`config.mk`:
```
export PLATFORM = sky130hd
export DESIGN_NAME = mux_n_reg
export DESIGN_NICKNAME = d
export VERILOG_FILES = /design/src/rtl/mux_pkg.sv /design/src/rtl/mux_n_comb.sv /design/src/rtl/mux_n_reg.sv
export SDC_FILE = /design/constraint.sdc
export NUM_CORES = 1
export LEC_CHECK = 0
export CORE_AREA = 2 2 107 109
export DETAILED_ROUTE_END_ITERATION = 16
export DIE_AREA = 0 0 109 111
export PLACE_DENSITY = 0.86
export SLEW_MARGIN = 20
export SYNTH_ARGS = -nofsm -noshare
export SYNTH_HDL_FRONTEND = slang
export SYNTH_HIERARCHICAL = 1
export SYNTH_SLANG_ARGS = --single-unit
```
`constraint.sdc`:
```
create_clock -name clk -period 4.7 [get_ports clk]
set_input_delay 0.94 -clock clk [delete_from_list [all_inputs] [get_ports clk]]
set_output_delay 0.94 -clock clk [all_outputs]
set_load 0.02 [all_outputs]
```
`src/rtl/mux_pkg.sv`:
```
// Shared constants and helpers for the registered N-input selector.
package mux_pkg;

   localparam int ERR_CNT_W = 8;

   // Select width for n inputs, never narrower than one bit.
   function automatic int clog2_min1(input int n);
      int r;
      r = 0;
      for (int i = 0; i < 32; i++) begin
         if ((1 << r) < n) r = r + 1;
      end
      return (r < 1) ? 1 : r;
   endfunction

   function automatic logic [ERR_CNT_W-1:0] sat_inc(input logic [ERR_CNT_W-1:0] v);
      return (v == {ERR_CNT_W{1'b1}}) ? v : v + 1'b1;
   endfunction

endpackage

```
`src/rtl/mux_n_comb.sv`:
```
// Combinational N_IN x WIDTH selector; codes with no input map to DEFAULT_VAL.
module mux_n_comb
   import mux_pkg::*;
#(
   parameter int               WIDTH       = 32,
   parameter int               N_IN        = 7,
   parameter int               SEL_W       = clog2_min1(N_IN),
   parameter logic [WIDTH-1:0] DEFAULT_VAL = '0
) (
   input  logic [N_IN*WIDTH-1:0] in_data_i,
   input  logic [SEL_W-1:0]      sel_i,
   output logic [WIDTH-1:0]      data_o
);

   always_comb begin
      data_o = DEFAULT_VAL;
      for (int k = 0; k < N_IN; k++) begin
         if (sel_i == SEL_W'(k)) data_o = in_data_i[k*WIDTH +: WIDTH];
      end
   end

endmodule

```
`src/rtl/mux_n_reg.sv`:
```
// Registered N-input selector with valid/ready handshake and select-fault tracking.
module mux_n_reg
   import mux_pkg::*;
#(
   parameter int               WIDTH       = 32,
   parameter int               N_IN        = 7,
   parameter int               SEL_W       = clog2_min1(N_IN),
   parameter logic [WIDTH-1:0] DEFAULT_VAL = '0
) (
   input  logic                  clk,
   input  logic                  reset,
   input  logic [N_IN*WIDTH-1:0] in_data,
   input  logic [SEL_W-1:0]      sel,
   input  logic                  in_valid,
   output logic                  in_ready,
   output logic [WIDTH-1:0]      out_data,
   output logic [SEL_W-1:0]      out_sel,
   output logic                  out_valid,
   input  logic                  out_ready,
   input  logic                  err_clr,
   output logic                  sel_err,
   output logic [ERR_CNT_W-1:0]  err_cnt
);

   localparam logic [SEL_W:0] N_IN_W = (SEL_W+1)'(N_IN);

   logic [WIDTH-1:0]     sel_data;
   logic                 accept;
   logic                 sel_bad;
   logic [WIDTH-1:0]     data_q, data_d;
   logic [SEL_W-1:0]     sel_q, sel_d;
   logic                 valid_q, valid_d;
   logic                 err_q, err_d;
   logic [ERR_CNT_W-1:0] cnt_q, cnt_d;

   mux_n_comb #(
      .WIDTH       (WIDTH),
      .N_IN        (N_IN),
      .SEL_W       (SEL_W),
      .DEFAULT_VAL (DEFAULT_VAL)
   ) u_comb (
      .in_data_i (in_data),
      .sel_i     (sel),
      .data_o    (sel_data)
   );

   assign in_ready = !valid_q || out_ready;
   assign accept   = in_valid && in_ready;
   assign sel_bad  = {1'b0, sel} >= N_IN_W;

   always_comb begin
      data_d  = data_q;
      sel_d   = sel_q;
      valid_d = valid_q;
      err_d   = err_q;
      cnt_d   = cnt_q;
      if (accept) begin
         data_d  = sel_data;
         sel_d   = sel;
         valid_d = 1'b1;
      end else if (valid_q && out_ready) begin
         valid_d = 1'b0;
      end
      // A fault accepted on the clearing edge still counts, so the set wins.
      if (accept && sel_bad) begin
         err_d = 1'b1;
         cnt_d = err_clr ? ERR_CNT_W'(1) : sat_inc(cnt_q);
      end else if (err_clr) begin
         err_d = 1'b0;
         cnt_d = '0;
      end
   end

   always_ff @(posedge clk or posedge reset) begin
      if (reset) begin
         data_q  <= '0;
         sel_q   <= '0;
         valid_q <= 1'b0;
         err_q   <= 1'b0;
         cnt_q   <= '0;
      end else begin
         data_q  <= data_d;
         sel_q   <= sel_d;
         valid_q <= valid_d;
         err_q   <= err_d;
         cnt_q   <= cnt_d;
      end
   end

   assign out_data  = data_q;
   assign out_sel   = sel_q;
   assign out_valid = valid_q;
   assign sel_err   = err_q;
   assign err_cnt   = cnt_q;

endmodule
```
Word-level counts from Yosys, hierarchy flattened
Cells that the tools add are included.
{"block": "word_totals", "regBits": 45, "latchBits": 0, "mem_bits_rw": 0, "mem_bits_ro": 0, "input_bits": 232, "out_inout_bits": 46, "wordCells": 39, "mem_count": 0}
{"block": "op_classes", "add_sub_neg": 1, "n_mul": 0, "div": 0, "n_lt_le_gt_ge": 1, "eq_ne": 8, "shift": 0, "n_mux": 15, "n_bitwise": 0, "n_reduce_logical": 9}
{"operator": "two-way mux 32 bit", "n": 7}
{"operator": "two-way mux 8 bit", "n": 4}
{"operator": "== test 3 bit (second input constant)", "n": 3}
{"operator": "adder 8 x 1 -> 8 bit (second input constant)", "n": 1}
{"operator": "== test 8 bit (second input constant)", "n": 1}
{"operator": "== test 3 x 2 -> 1 bit (second input constant)", "n": 2}
{"operator": "two-way mux 1 bit", "n": 4}
{"operator": "nonzero test 2 bit", "n": 2}
{"operator": "== test 3 x 1 -> 1 bit (second input constant)", "n": 1}
{"operator": ">= comparator 3 bit (second input constant)", "n": 1}
{"operator": "logical AND 1 bit", "n": 3}
{"operator": "logical NOT 3 bit", "n": 1}
{"operator": "inequality test 2 bit (second input constant)", "n": 1}
{"operator": "AND reduction 2 bit", "n": 1}
{"operator": "logical NOT 1 bit", "n": 1}
{"operator": "logical OR 1 bit", "n": 1}

Depth between registers and ports, before layout
{"block": "logic_depth", "ltp_word": 8, "mapped_depth": 7, "depth_no_buf": 5}

Cells and area by module
Netlist, hierarchy kept.
{"module": "mux_n_comb", "instances": 1, "cells_each": 303, "area_each_um2": 2411.1, "seq_area_each_um2": 0.0}
{"module": "mux_n_reg", "instances": 1, "cells_each": 134, "area_each_um2": 1844.3, "seq_area_each_um2": 1126.1}

Worst setup path after synthesis
Ideal clock, no wire load.
{"block": "synth_timing", "kind": "input-to-output", "start": "in out_ready", "end": "out in_ready", "t_arrival_ps": 1227, "required_ps": 3760, "setup_slack_ps": 2533, "cell_stages": 2, "n_path_buf": 1, "cell_sequence": "nand2b_1 buf_2"}
{"block": "synth_via", "elab_chain_cells": 1}
{"element": "from (decl)", "line_no": "mux_n_reg.sv:19", "source": "input logic out_ready,"}
{"element": "logical OR 1 bit", "line_no": "mux_n_reg.sv:47", "source": "assign in_ready = !valid_q || out_ready;"}
{"element": "to (decl)", "line_no": "mux_n_reg.sv:15", "source": "output logic in_ready,"}
No other way between the ends.

Final worst setup path
Ends and elaborated chain as after synthesis.

==> results.txt <==
- After layout, the design draws a total of 1.561 mW.
- Detailed placement HPWL: 12950 microns
- Dividing the final minimum period by the clock period gives 0.6823.
* Hold-fix buffers, CTS: 0
- Data arrives at the worst endpoint at between 2 and 2.5 ns.
* Number of global-route vias before repair: 4787
- Number of core rows: 39
- Outcome: completed
- The average instance in the mapped netlist occupies 9.738 sq um.
* Endpoint of the worst register-to-register path: out_data[22]
- TNS Setup: 0 ns
* Layout Cells excl Fill: 823
* Area delta synth->final: 66.86%
- The clock drives 45 sinks.
- STA puts the critical path data required time at around 3.8 ns.
- Counting I/O delays and the setup requirement, the final critical path takes 3.207 ns.
- Setup repair after global routing left no endpoint under its margin.
* Initial core utilization: 0.3842
- Port Buffer Count: 277
* Number of antenna violations at the first check in global routing: 0
- Synthesis produced 437 cells.
- Maximum vdd drop: 0.1659 mV
* DRC violations left: 0
- The worst hold path terminates at out_data[15].
- Count of vias placed by the detailed router: 4751
- The floorplan step set the die width to 109 microns.
- Detailed-route wire length per cell: 21.16 microns
- For this design the static power due to leakage is 2.684 nW.
- Share of final-layout standard cells stronger than drive strength 1: 0.1603
- Worst Reg2Reg Path Length in Cells: 3
- Hold Crit Depth: 1
- Via-to-Cell Ratio: 5.773
- The clock passes through at most 2 buffers.
- The worst pin sits at a relative slew slack of 0.3698.
* Sum of overflow across all layers after global routing: 0
* Hold Fails Final Rpt: 0
- Launch point of the worst reg-to-reg path: out_valid
- Fmax achieved: a little over 0.3 GHz
- TritonCTS built the clock tree.
- CTS Root Cell: clkbuf_16
- Synthesized Nets: between 600 and 700
- Final layout net count: 912
- Number of antenna-violating nets in the routed design: 0
- At the end of routability-driven placement, the weighted congestion stood at 0.9202.
- Post-CTS timing repair inserted 0 buffers for setup.
- Final WL: 17420 microns
* Flop2flop setup slack: 2.89 ns
* Mapped cell area: 0.004255 sq mm
* Post-route worst hold slack: 0.5023 ns
* Number of resized instances in the post-cts repair step: 0
* Placed cell count: between 800 and 900
- Measured along the y axis, the die boundary spans 111 microns.
- The clock arrives with 0.008564 ns of skew.
* Final-report setup violation count: 0
* First-pass GRT wire length: about 26000 microns
- The repair_antennas step left the layout with diodes totalling 0.
- GRT Util Overall: 0.2736
- Power Density: around 220 mW/mm^2
- 278 I/O pins were placed.
- Class of the worst hold path: flop to flop
- The worst setup path is of the input pin to primary output kind.
* CP Max Fanout: 6
- The worst hold path begins at out_data[15].
* Register bit count reported by yosys: 45
* Commonest non-fill, non-tap cells in the layout: 275 x clkdlybuf4s50_1, 67 x mux2_2, 45 x dfrtp_1, 38 x a21oi_1, 36 x nor2_1
- STA classifies the critical path endpoint as a primary output.
* Number of violations of the max-capacitance limit: 0
* Setup WS post-layout: 1.493 ns
* Number of clock buffers inserted by TritonCTS: 5
- Actual slew at the worst max-slew pin: 0.9419 ns
- STA classifies the critical path startpoint as an input pin.
- For this run, the number of Yosys warnings is 6.
- At the later pin of the worst-skew pair, clock insertion delay measures ~0.28 ns.
- Worst-path clk slew: 0.06 ns
* Distinct cell type count of the synthesized netlist: 33
- The first detailed-routing pass ran for 5 iterations.
- The library cell used most frequently in the layout, excluding fill and tap cells, is clkdlybuf4s50_1.
* Floorplan Core Area: 0.01108 sq mm
* Final Max Slew Viols: 0
* Setup Slack @ Placement: 1.214 ns
- The die covers 0.01210 sq mm.
* 1st-iter DRT viols: between 300 and 400
* Share of synthesized area occupied by flip-flops and latches: 0.2646
- Entering global routing, the biggest net connects 87 pins.
- H-tree level count: 2
registers in the layout (all words and copies together), names as in the netlist:
name / cells
out_sel: 3
out_data: 32
sel_err: 1
out_valid: 1
err_cnt: 8
where the power goes:
group	switching (mW)	total (mW)	internal [mW]
Combinational	0.316	0.732	0.416
Clock	0.151	0.346	0.195
Sequential	0.0334	0.483	0.449
synth_stat cells (all sizes together):
library cell   n  area, sq um
buf           41        280.3
nor2          36        135.1
a31oi          1        6.260
nand2b        35        219.0
o32ai         32        280.3
a221oi        32        399.1
ha             1        12.51
or2            1        6.260
mux2          67        754.5
nand3b         1        7.510
nand3          3        20.02
or3            4        25.02
nor2b          1        6.260
a211oi         1        7.510
nor4           1        6.260
a21oi         38        190.2
nand2          5        21.27
mux2i         33        330.3
or4            2        15.01
o21ai          4        20.02
dfrtp         45         1126
o31ai          4        30.03
nand4          2        12.51
o2bb2ai       32        280.3
and3           3        18.77
clkbuf         7        26.28
inv            5        18.77
cell families after synthesis:
| family | synth area share |
|---|---|
| buffers and inverters | 0.07645 |
| AND/OR/NAND/NOR | 0.1158 |
| multiplexers | 0.2549 |
| flip-flops | 0.2646 |
| AO/OA/AOI/OAI | 0.2852 |
| adder cells (fa/ha/maj) | 0.002940 |
final cells by class:
| type | instances | area, sq um |
|---|---|---|
| Tap cell | 143 | 178.9 |
| Sequential cell | 45 | 1126 |
| Timing Repair Buffer | 283 | 2823 |
| Clock buffer | 5 | 125.1 |
| Fill cell | 924 | 3976 |
| Multi-Input combinational cell | 339 | 2810 |
| Clock inverter | 3 | 17.52 |
| Inverter | 5 | 20.02 |
worst max path at each step:
stage                   start           end  slack [ns]
finish              out_ready      in_ready        1.49
global route           sel[2]   out_data[6]        1.31
CTS                 out_ready      in_ready        1.49
detailed placement     sel[2]  out_data[29]        1.21
global placement       sel[2]  out_data[29]        1.28
floorplan           out_ready      in_ready        2.53
metrics by stage:
step                utilization  instance area (sq um)
floorplan                     -                   4255
CTS                      0.6409                   7099
global placement         0.6280                   6957
detailed placement       0.6280                   6957
global route             0.6410                   7101
finish                   0.6410                   7101
routing by layer:
layer,up-vias,part of all wire,global-route usage
met2,248,0.48,0.4518
met4,0,0.031,0.08462
met3,38,0.10,0.07290
met5,-,0,0
met1,2272,0.38,0.3449
li1,2193,-,-
worst max-delay path, cell delays in order:
cell,delay (ns)
clkdlybuf4s50_1,0.45
nand2b_1,0.22
clkdlybuf4s50_1,0.66
(Power assumes the default switching activity.)
